<file path="src/rtl/uart_pkg.sv">
// uart_pkg -- shared types and constants for the UART transmitter.
//   tx_state_t            : transmitter FSM state (IDLE, XMIT)
//   UART_BAUD_DIV_DEFAULT : clocks per bit for 19200 baud from 50 MHz
//   UART_FRAME_BITS       : bits per frame (11 with UART_TX_PARITY_EN, else 10)
//   uart_frame()          : builds the LSB-first shift-register image of a frame
// Optional feature macro: UART_TX_PARITY_EN (even parity bit before stop).
package uart_pkg;

   typedef enum logic {IDLE = 1'b0, XMIT = 1'b1} tx_state_t;

   localparam int UART_BAUD_DIV_DEFAULT = 2604;
   localparam int UART_DATA_BITS        = 8;
   localparam int UART_BAUD_CNT_W       = 13;
   localparam int UART_BIT_CNT_W        = 4;
`ifdef UART_TX_PARITY_EN
   localparam int UART_FRAME_BITS       = 11;
`else
   localparam int UART_FRAME_BITS       = 10;
`endif

   // Bit 0 goes on the line first: start(0), data LSB first, [parity], stop(1).
   function automatic logic [UART_FRAME_BITS-1:0] uart_frame(input logic [UART_DATA_BITS-1:0] d);
`ifdef UART_TX_PARITY_EN
      return {1'b1, ^d, d, 1'b0};
`else
      return {1'b1, d, 1'b0};
`endif
   endfunction

endpackage

</file>
<file path="src/rtl/uart_tx_if.sv">
// uart_tx_if -- byte-in / serial-out bundle of the UART transmitter.
//   trmt    : one-cycle strobe, enqueues tx_data
//   tx_data : byte to send, sampled with trmt
//   TX      : serial line, idle high
//   tx_done : sticky, set when the queue drains and the last stop bit ends
//   busy    : frame on the line or bytes queued
//   full    : transmit queue full
// master drives bytes (host side), slave is the transmitter.
interface uart_tx_if;
   import uart_pkg::*;

   logic                      trmt;
   logic [UART_DATA_BITS-1:0] tx_data;
   logic                      TX;
   logic                      tx_done;
   logic                      busy;
   logic                      full;

   modport master (output trmt, tx_data, input TX, tx_done, busy, full);
   modport slave  (input trmt, tx_data, output TX, tx_done, busy, full);
endinterface

</file>
<file path="src/rtl/uart_tx_fifo.sv">
// uart_tx_fifo -- byte queue feeding the transmitter.
//   clk, rst_n : clock, synchronous active-low reset (empties the queue)
//   wr_en/wr_data : push (caller only pushes when not full, or while popping)
//   rd_en/rd_data : pop; rd_data shows the head combinationally
//   full, empty, count : occupancy
// DEPTH must be a power of 2 so the pointers wrap on their own.
module uart_tx_fifo #(
   parameter  int DEPTH = 4,
   localparam int AW    = $clog2(DEPTH),
   localparam int CW    = AW + 1
) (
   input  logic          clk,
   input  logic          rst_n,
   input  logic          wr_en,
   input  logic [7:0]    wr_data,
   input  logic          rd_en,
   output logic [7:0]    rd_data,
   output logic          full,
   output logic          empty,
   output logic [CW-1:0] count
);

   logic [7:0]    mem [DEPTH];
   logic [AW-1:0] wr_ptr;
   logic [AW-1:0] rd_ptr;

   assign rd_data = mem[rd_ptr];
   assign full    = (count == CW'(DEPTH));
   assign empty   = (count == '0);

   always_ff @(posedge clk) begin
      if (!rst_n) begin
         wr_ptr <= '0;
         rd_ptr <= '0;
         count  <= '0;
      end else begin
         if (wr_en) wr_ptr <= wr_ptr + 1'b1;
         if (rd_en) rd_ptr <= rd_ptr + 1'b1;
         case ({wr_en, rd_en})
            2'b10:   count <= count + 1'b1;
            2'b01:   count <= count - 1'b1;
            default: count <= count;
         endcase
      end
   end

   // When full, a push and a pop share a slot: the head is consumed this
   // cycle and the new byte lands there at the same edge.
   always_ff @(posedge clk) begin
      if (wr_en) mem[wr_ptr] <= wr_data;
   end

endmodule

</file>
<file path="src/rtl/uart_tx.sv">
// uart_tx -- queued UART transmitter, 8 data bits, 1 stop bit.
//   clk   : system clock, rising edge
//   rst_n : synchronous active-low reset; aborts any frame, drops the queue
//   tx_if : uart_tx_if.slave (trmt, tx_data in; TX, tx_done, busy, full out)
// Parameters: BAUD_DIV clocks per bit (16..8191), FIFO_DEPTH queue entries
// (power of 2, 2..16).
// Optional feature macro: UART_TX_PARITY_EN adds an even-parity bit.
module uart_tx
   import uart_pkg::*;
#(
   parameter int BAUD_DIV   = UART_BAUD_DIV_DEFAULT,
   parameter int FIFO_DEPTH = 4
) (
   input  logic     clk,
   input  logic     rst_n,
   uart_tx_if.slave tx_if
);

   localparam int FB = UART_FRAME_BITS;
   localparam int CW = $clog2(FIFO_DEPTH) + 1;

   tx_state_t                  state, state_nxt;
   logic [FB-1:0]              shreg;
   logic [UART_BAUD_CNT_W-1:0] baud_cnt;
   logic [UART_BIT_CNT_W-1:0]  bit_cnt;
   logic                       tx_done_r;

   logic          pop, set_done, wr_en, baud_tick, frame_end;
   logic          fifo_full, fifo_empty;
   logic [7:0]    fifo_rd_data;
   logic [CW-1:0] fifo_count;

   // A strobe while full is still taken if the head leaves in the same cycle.
   assign wr_en = tx_if.trmt && (!fifo_full || pop);

   uart_tx_fifo #(.DEPTH(FIFO_DEPTH)) u_fifo (
      .clk     (clk),
      .rst_n   (rst_n),
      .wr_en   (wr_en),
      .wr_data (tx_if.tx_data),
      .rd_en   (pop),
      .rd_data (fifo_rd_data),
      .full    (fifo_full),
      .empty   (fifo_empty),
      .count   (fifo_count)
   );

   assign baud_tick = (state == XMIT) && (baud_cnt == UART_BAUD_CNT_W'(BAUD_DIV - 1));
   // Frame ends on the tick that would shift out the stop bit, so the next
   // frame can be loaded in its place without an idle cycle.
   assign frame_end = baud_tick && (bit_cnt == UART_BIT_CNT_W'(FB - 1));

   always_comb begin
      state_nxt = state;
      pop       = 1'b0;
      set_done  = 1'b0;
      case (state)
         IDLE: begin
            if (!fifo_empty) begin
               pop       = 1'b1;
               state_nxt = XMIT;
            end
         end
         XMIT: begin
            if (frame_end) begin
               if (!fifo_empty) begin
                  pop = 1'b1;
               end else begin
                  state_nxt = IDLE;
                  set_done  = 1'b1;
               end
            end
         end
         default: state_nxt = IDLE;
      endcase
   end

   always_ff @(posedge clk) begin
      if (!rst_n) begin
         state     <= IDLE;
         shreg     <= '1;
         baud_cnt  <= '0;
         bit_cnt   <= '0;
         tx_done_r <= 1'b0;
      end else begin
         state <= state_nxt;
         if (pop) begin
            shreg    <= uart_frame(fifo_rd_data);
            baud_cnt <= '0;
            bit_cnt  <= '0;
         end else if (baud_tick) begin
            shreg    <= {1'b1, shreg[FB-1:1]};
            baud_cnt <= '0;
            bit_cnt  <= bit_cnt + 1'b1;
         end else if (state == XMIT) begin
            baud_cnt <= baud_cnt + 1'b1;
         end
         // An accepted strobe beats a same-cycle set.
         if (wr_en)         tx_done_r <= 1'b0;
         else if (set_done) tx_done_r <= 1'b1;
      end
   end

   assign tx_if.TX      = shreg[0];
   assign tx_if.tx_done = tx_done_r;
   assign tx_if.busy    = (state == XMIT) || (fifo_count != '0);
   assign tx_if.full    = fifo_full;

endmodule

</file>
<file path="src/flat_wrapper.sv">
// flat-port wrapper written by rule: the top's interface ports become plain ports
module uart_tx_flat import uart_pkg::*;
#(
   parameter int BAUD_DIV   = UART_BAUD_DIV_DEFAULT,
   parameter int FIFO_DEPTH = 4
)
  (clk, rst_n, tx_if_trmt, tx_if_tx_data, tx_if_TX, tx_if_tx_done, tx_if_busy, tx_if_full);
  uart_tx_if tx_if_i ();
  input  logic clk;
  input  logic rst_n;
  input wire logic [$bits(tx_if_i.trmt)-1:0] tx_if_trmt;
  input wire logic [$bits(tx_if_i.tx_data)-1:0] tx_if_tx_data;
  output wire logic [$bits(tx_if_i.TX)-1:0] tx_if_TX;
  output wire logic [$bits(tx_if_i.tx_done)-1:0] tx_if_tx_done;
  output wire logic [$bits(tx_if_i.busy)-1:0] tx_if_busy;
  output wire logic [$bits(tx_if_i.full)-1:0] tx_if_full;
  assign tx_if_i.trmt = tx_if_trmt;
  assign tx_if_i.tx_data = tx_if_tx_data;
  assign tx_if_TX = tx_if_i.TX;
  assign tx_if_tx_done = tx_if_i.tx_done;
  assign tx_if_busy = tx_if_i.busy;
  assign tx_if_full = tx_if_i.full;
  uart_tx #(.BAUD_DIV(BAUD_DIV), .FIFO_DEPTH(FIFO_DEPTH)) u_core (.clk(clk), .rst_n(rst_n), .tx_if(tx_if_i));
endmodule
</file>
<file path="config.mk">
export PLATFORM = sky130hd
export DESIGN_NAME = uart_tx_flat
export DESIGN_NICKNAME = d
export VERILOG_FILES = /design/src/rtl/uart_pkg.sv /design/src/rtl/uart_tx_if.sv /design/src/rtl/uart_tx_fifo.sv /design/src/rtl/uart_tx.sv /design/src/flat_wrapper.sv
export SDC_FILE = /design/constraint.sdc
export NUM_CORES = 1
export LEC_CHECK = 0
export ABC_AREA = 1
export CORE_MARGIN = 2
export CORE_UTILIZATION = 64
export CTS_CLUSTER_SIZE = 25
export DETAILED_ROUTE_END_ITERATION = 10
export PLACE_DENSITY_LB_ADDON = 0.3
export SYNTH_ARGS = -nofsm -noshare
export SYNTH_HDL_FRONTEND = slang
export SYNTH_SLANG_ARGS = --single-unit
</file>
<file path="constraint.sdc">
create_clock -name clk -period 5.8 [get_ports clk]
set_clock_uncertainty 0.2 [all_clocks]
set_input_delay 1.16 -clock clk [delete_from_list [all_inputs] [get_ports clk]]
set_output_delay 1.16 -clock clk [all_outputs]
set_load 0.02 [all_outputs]
</file>
==> metrics <==
outcome finished clean; share of the synthesized area in the top cell type 0.317; later-pin clock latency in the skew report ~330 ps; htree depth 3; crit path to tx_if_busy; site row count 25; CTS clk-pin slew, worst paths 70 ps; Final ANT Viol Nets 0; Die Ht 72.9 um; Post-synth EDFFs 32; commonest non-fill, non-tap cell in the layout nand2_1; hold buffer count at CTS 0; Crit Reg-Reg Startpoint u_core.baud_cnt[0]; worst slew pin tran slightly above 800 ps; worst-case reg-to-reg path depth 9; CTS sink cnt 69; WP data required 4440 ps; DRT Wirelength approximately 5.3 mm; commonest cells after routing, fill and taps aside nand2_1, nor2_1, dfxtp_1; Worst path max stage delay ~530 ps; Slew Limit Fails 0; gpl congestion 0.773; Final Hold Fails 0; gr usage total 0.224; post-layout util 0.721; P&R area growth vs syn 10.7%; I/O pin total 15; mapped cell area 3040 um2; number of global-route vias before repair 1989; PwrDens 428 nW/um2; antenna violations before repair 0; largest cells by area after synthesis edfxtp_1, dfxtp_1, nand2_1; Pre-Repair DR Iteration Count 4; first-pass GRT wire length 9.06 mm; Top Usage Layer GRT met2; CTS buffer count 9; largest family of logic cells by synthesized area simple AND/OR/NAND/NOR gates; CTS tree yes; worst flop-to-flop path endpoint u_core.u_fifo.mem[3][0]; CP Capture Type primary output; Setup crit start kind flip-flop; Synth Register Bits 69; post-cts resize count 0; # diodes 0; Final Critical Period 3100 ps; YS warnings 0; port buffer count 14; Root Buffer clkbuf_8; Peak VDD IR about 0.37 mV; Max clock buf depth 2; critical path arrival approximately 1700 ps; detailed placement HPWL 3.57 mm; die width 72.9 um; Reg area around 1700 um2; Seq/Total Area, Yosys 0.561; final number of setup-violating endpoints 0; Worst Path Max Fanout 3; area taken by multi-input logic gates approximately 1100 um2; post-synthesis simple-gate area fraction 0.224; syn avg cell area between 9 and 10 um2; Rel. slew slack 0.455; Worst R2R Setup Slack around 3000 ps; count of different cell masters after synthesis 35; share of layout cells above drive strength 1 0.114; max cap viols 0; Slowest cell on crit path clkdlybuf4s50_1; via count 2120; multiplexer share of the synthesized area 0; xor/xnor share of the synthesized area 0.0202; CP dominant cell by count inv_1; Vias/cell 5.35; Die Area 5310 um2; complex-gate fraction of the synthesized area 0.0903; syn_nets approximately 340; worst-path cell chain nor3_2 > inv_1 > nor2_1 > inv_1 > clkdlybuf4s50_1; crit path kind flip-flop to primary output; grt ovf 0; Layout Nets 356; 1st-iter DRT viols 93; Final period util 0.534; leading area contributor after synthesis edfxtp_1; crit path launch u_core.u_fifo.count[0]; GR Layer Usage met2 0.348; # DRC 0; largest net degree at the start of global routing 21; Fill cells 347; Fin Setup TNS 0 ps; async set or reset register ratio after synthesis 0; post-synthesis adder-cell area fraction 0.0354; Fmax achieved between 0.3 and 0.4 GHz; met3 Resource Use GR 0.0525; Synth Flop Type dfxtp_1; worst min path class flip-flop to flip-flop; core area approximately 4700 um2; Mapped Cells 322; Starting Density 0.651; Pleak between 1 and 1.5 nW; met1 usage 0.305; wire length per cell 13.5 um; RSZ-0062 raised after global routing no; Setup Fix Bufs, Post-CTS 0
routing by layer:
| layer | vias to the layer above | share of wire |
|---|---|---|
| met4 | 0 | 0.0099 |
| met5 | - | 0 |
| met2 | 26 | 0.48 |
| li1 | 1101 | - |
| met1 | 987 | 0.48 |
| met3 | 6 | 0.031 |
sequential cells by signal (all words and copies together), names as in the netlist, named ones only:
register,cells
u_core.baud_cnt,13
u_core.u_fifo.rd_ptr,2
u_core.bit_cnt,4
u_core.u_fifo.count,3
u_core.u_fifo.wr_ptr,2
u_core.tx_if.tx_done,1
u_core.state,1
u_core.shreg,9
u_core.u_fifo.mem,32
cell families (layout without fill, tap and decap cells):
family,count (synthesis),after routing
simple gates,146,146
compound gates,46,46
xor+xnor,7,7
fa+ha+maj,8,8
flops,69,69
buf+inv,46,66
per-stage QoR:
stage          power, mW  hold WS [ps]  cell area, um2  std cells  setup WS (ps)
6_report            1.44           264            3360        396           2700
5_1_grt             1.53           295            3360        396           2580
4_1_cts             1.44           267            3360        396           2690
3_5_place_dp        1.06           248            3170        380           2750
3_3_place_gp        1.05           242            3170        380           2780
2_1_floorplan      0.986           232            3040        322           3360
critical path: cells and delay by family (launching register included):
kind | cells | cell delay (ps)
buffers and inverters | 3 | 710
and+or+nand+nor | 2 | 370
DFF | 1 | 330
how the worst min path moves through the flow:
| stage | start | to | slack [ps] | cells after the start |
|---|---|---|---|---|
| final | u_core.shreg[2] | u_core.shreg[2] | 260 | 2 |
| after detailed placement | u_core.shreg[0] | u_core.shreg[0] | 250 | 2 |
| after CTS | u_core.shreg[0] | u_core.shreg[0] | 270 | 2 |
| after global routing | u_core.shreg[4] | u_core.shreg[4] | 300 | 2 |
| after global placement | u_core.shreg[7] | u_core.shreg[7] | 240 | 2 |
| after floorplan | u_core.shreg[1] | u_core.shreg[1] | 230 | 2 |
report_power, final:
group          switching (mW)  total (mW)  internal [mW]
Combinational           0.274       0.414          0.140
Sequential             0.0590       0.645          0.586
Clock                   0.181       0.379          0.198
final cells by class:
class                           instances  share of cell area
Timing Repair Buffer                   14              0.0417
Inverter                               36              0.0402
Clock inverter                          6              0.0190
Multi-Input combinational cell        207               0.334
Tap cell                               54              0.0201
Sequential cell                        69               0.507
Clock buffer                           10              0.0380
synthesized netlist by cell type (8+ instances only):
cell	number
edfxtp_1	32
nand2_1	48
nand4_1	9
o21ai_0	21
nor2_1	45
a21oi_1	9
o22ai_1	9
nor2_2	8
inv_1	35
nand3_1	17
dfxtp_1	37
Note: power is estimated with default switching activity, not from simulation.
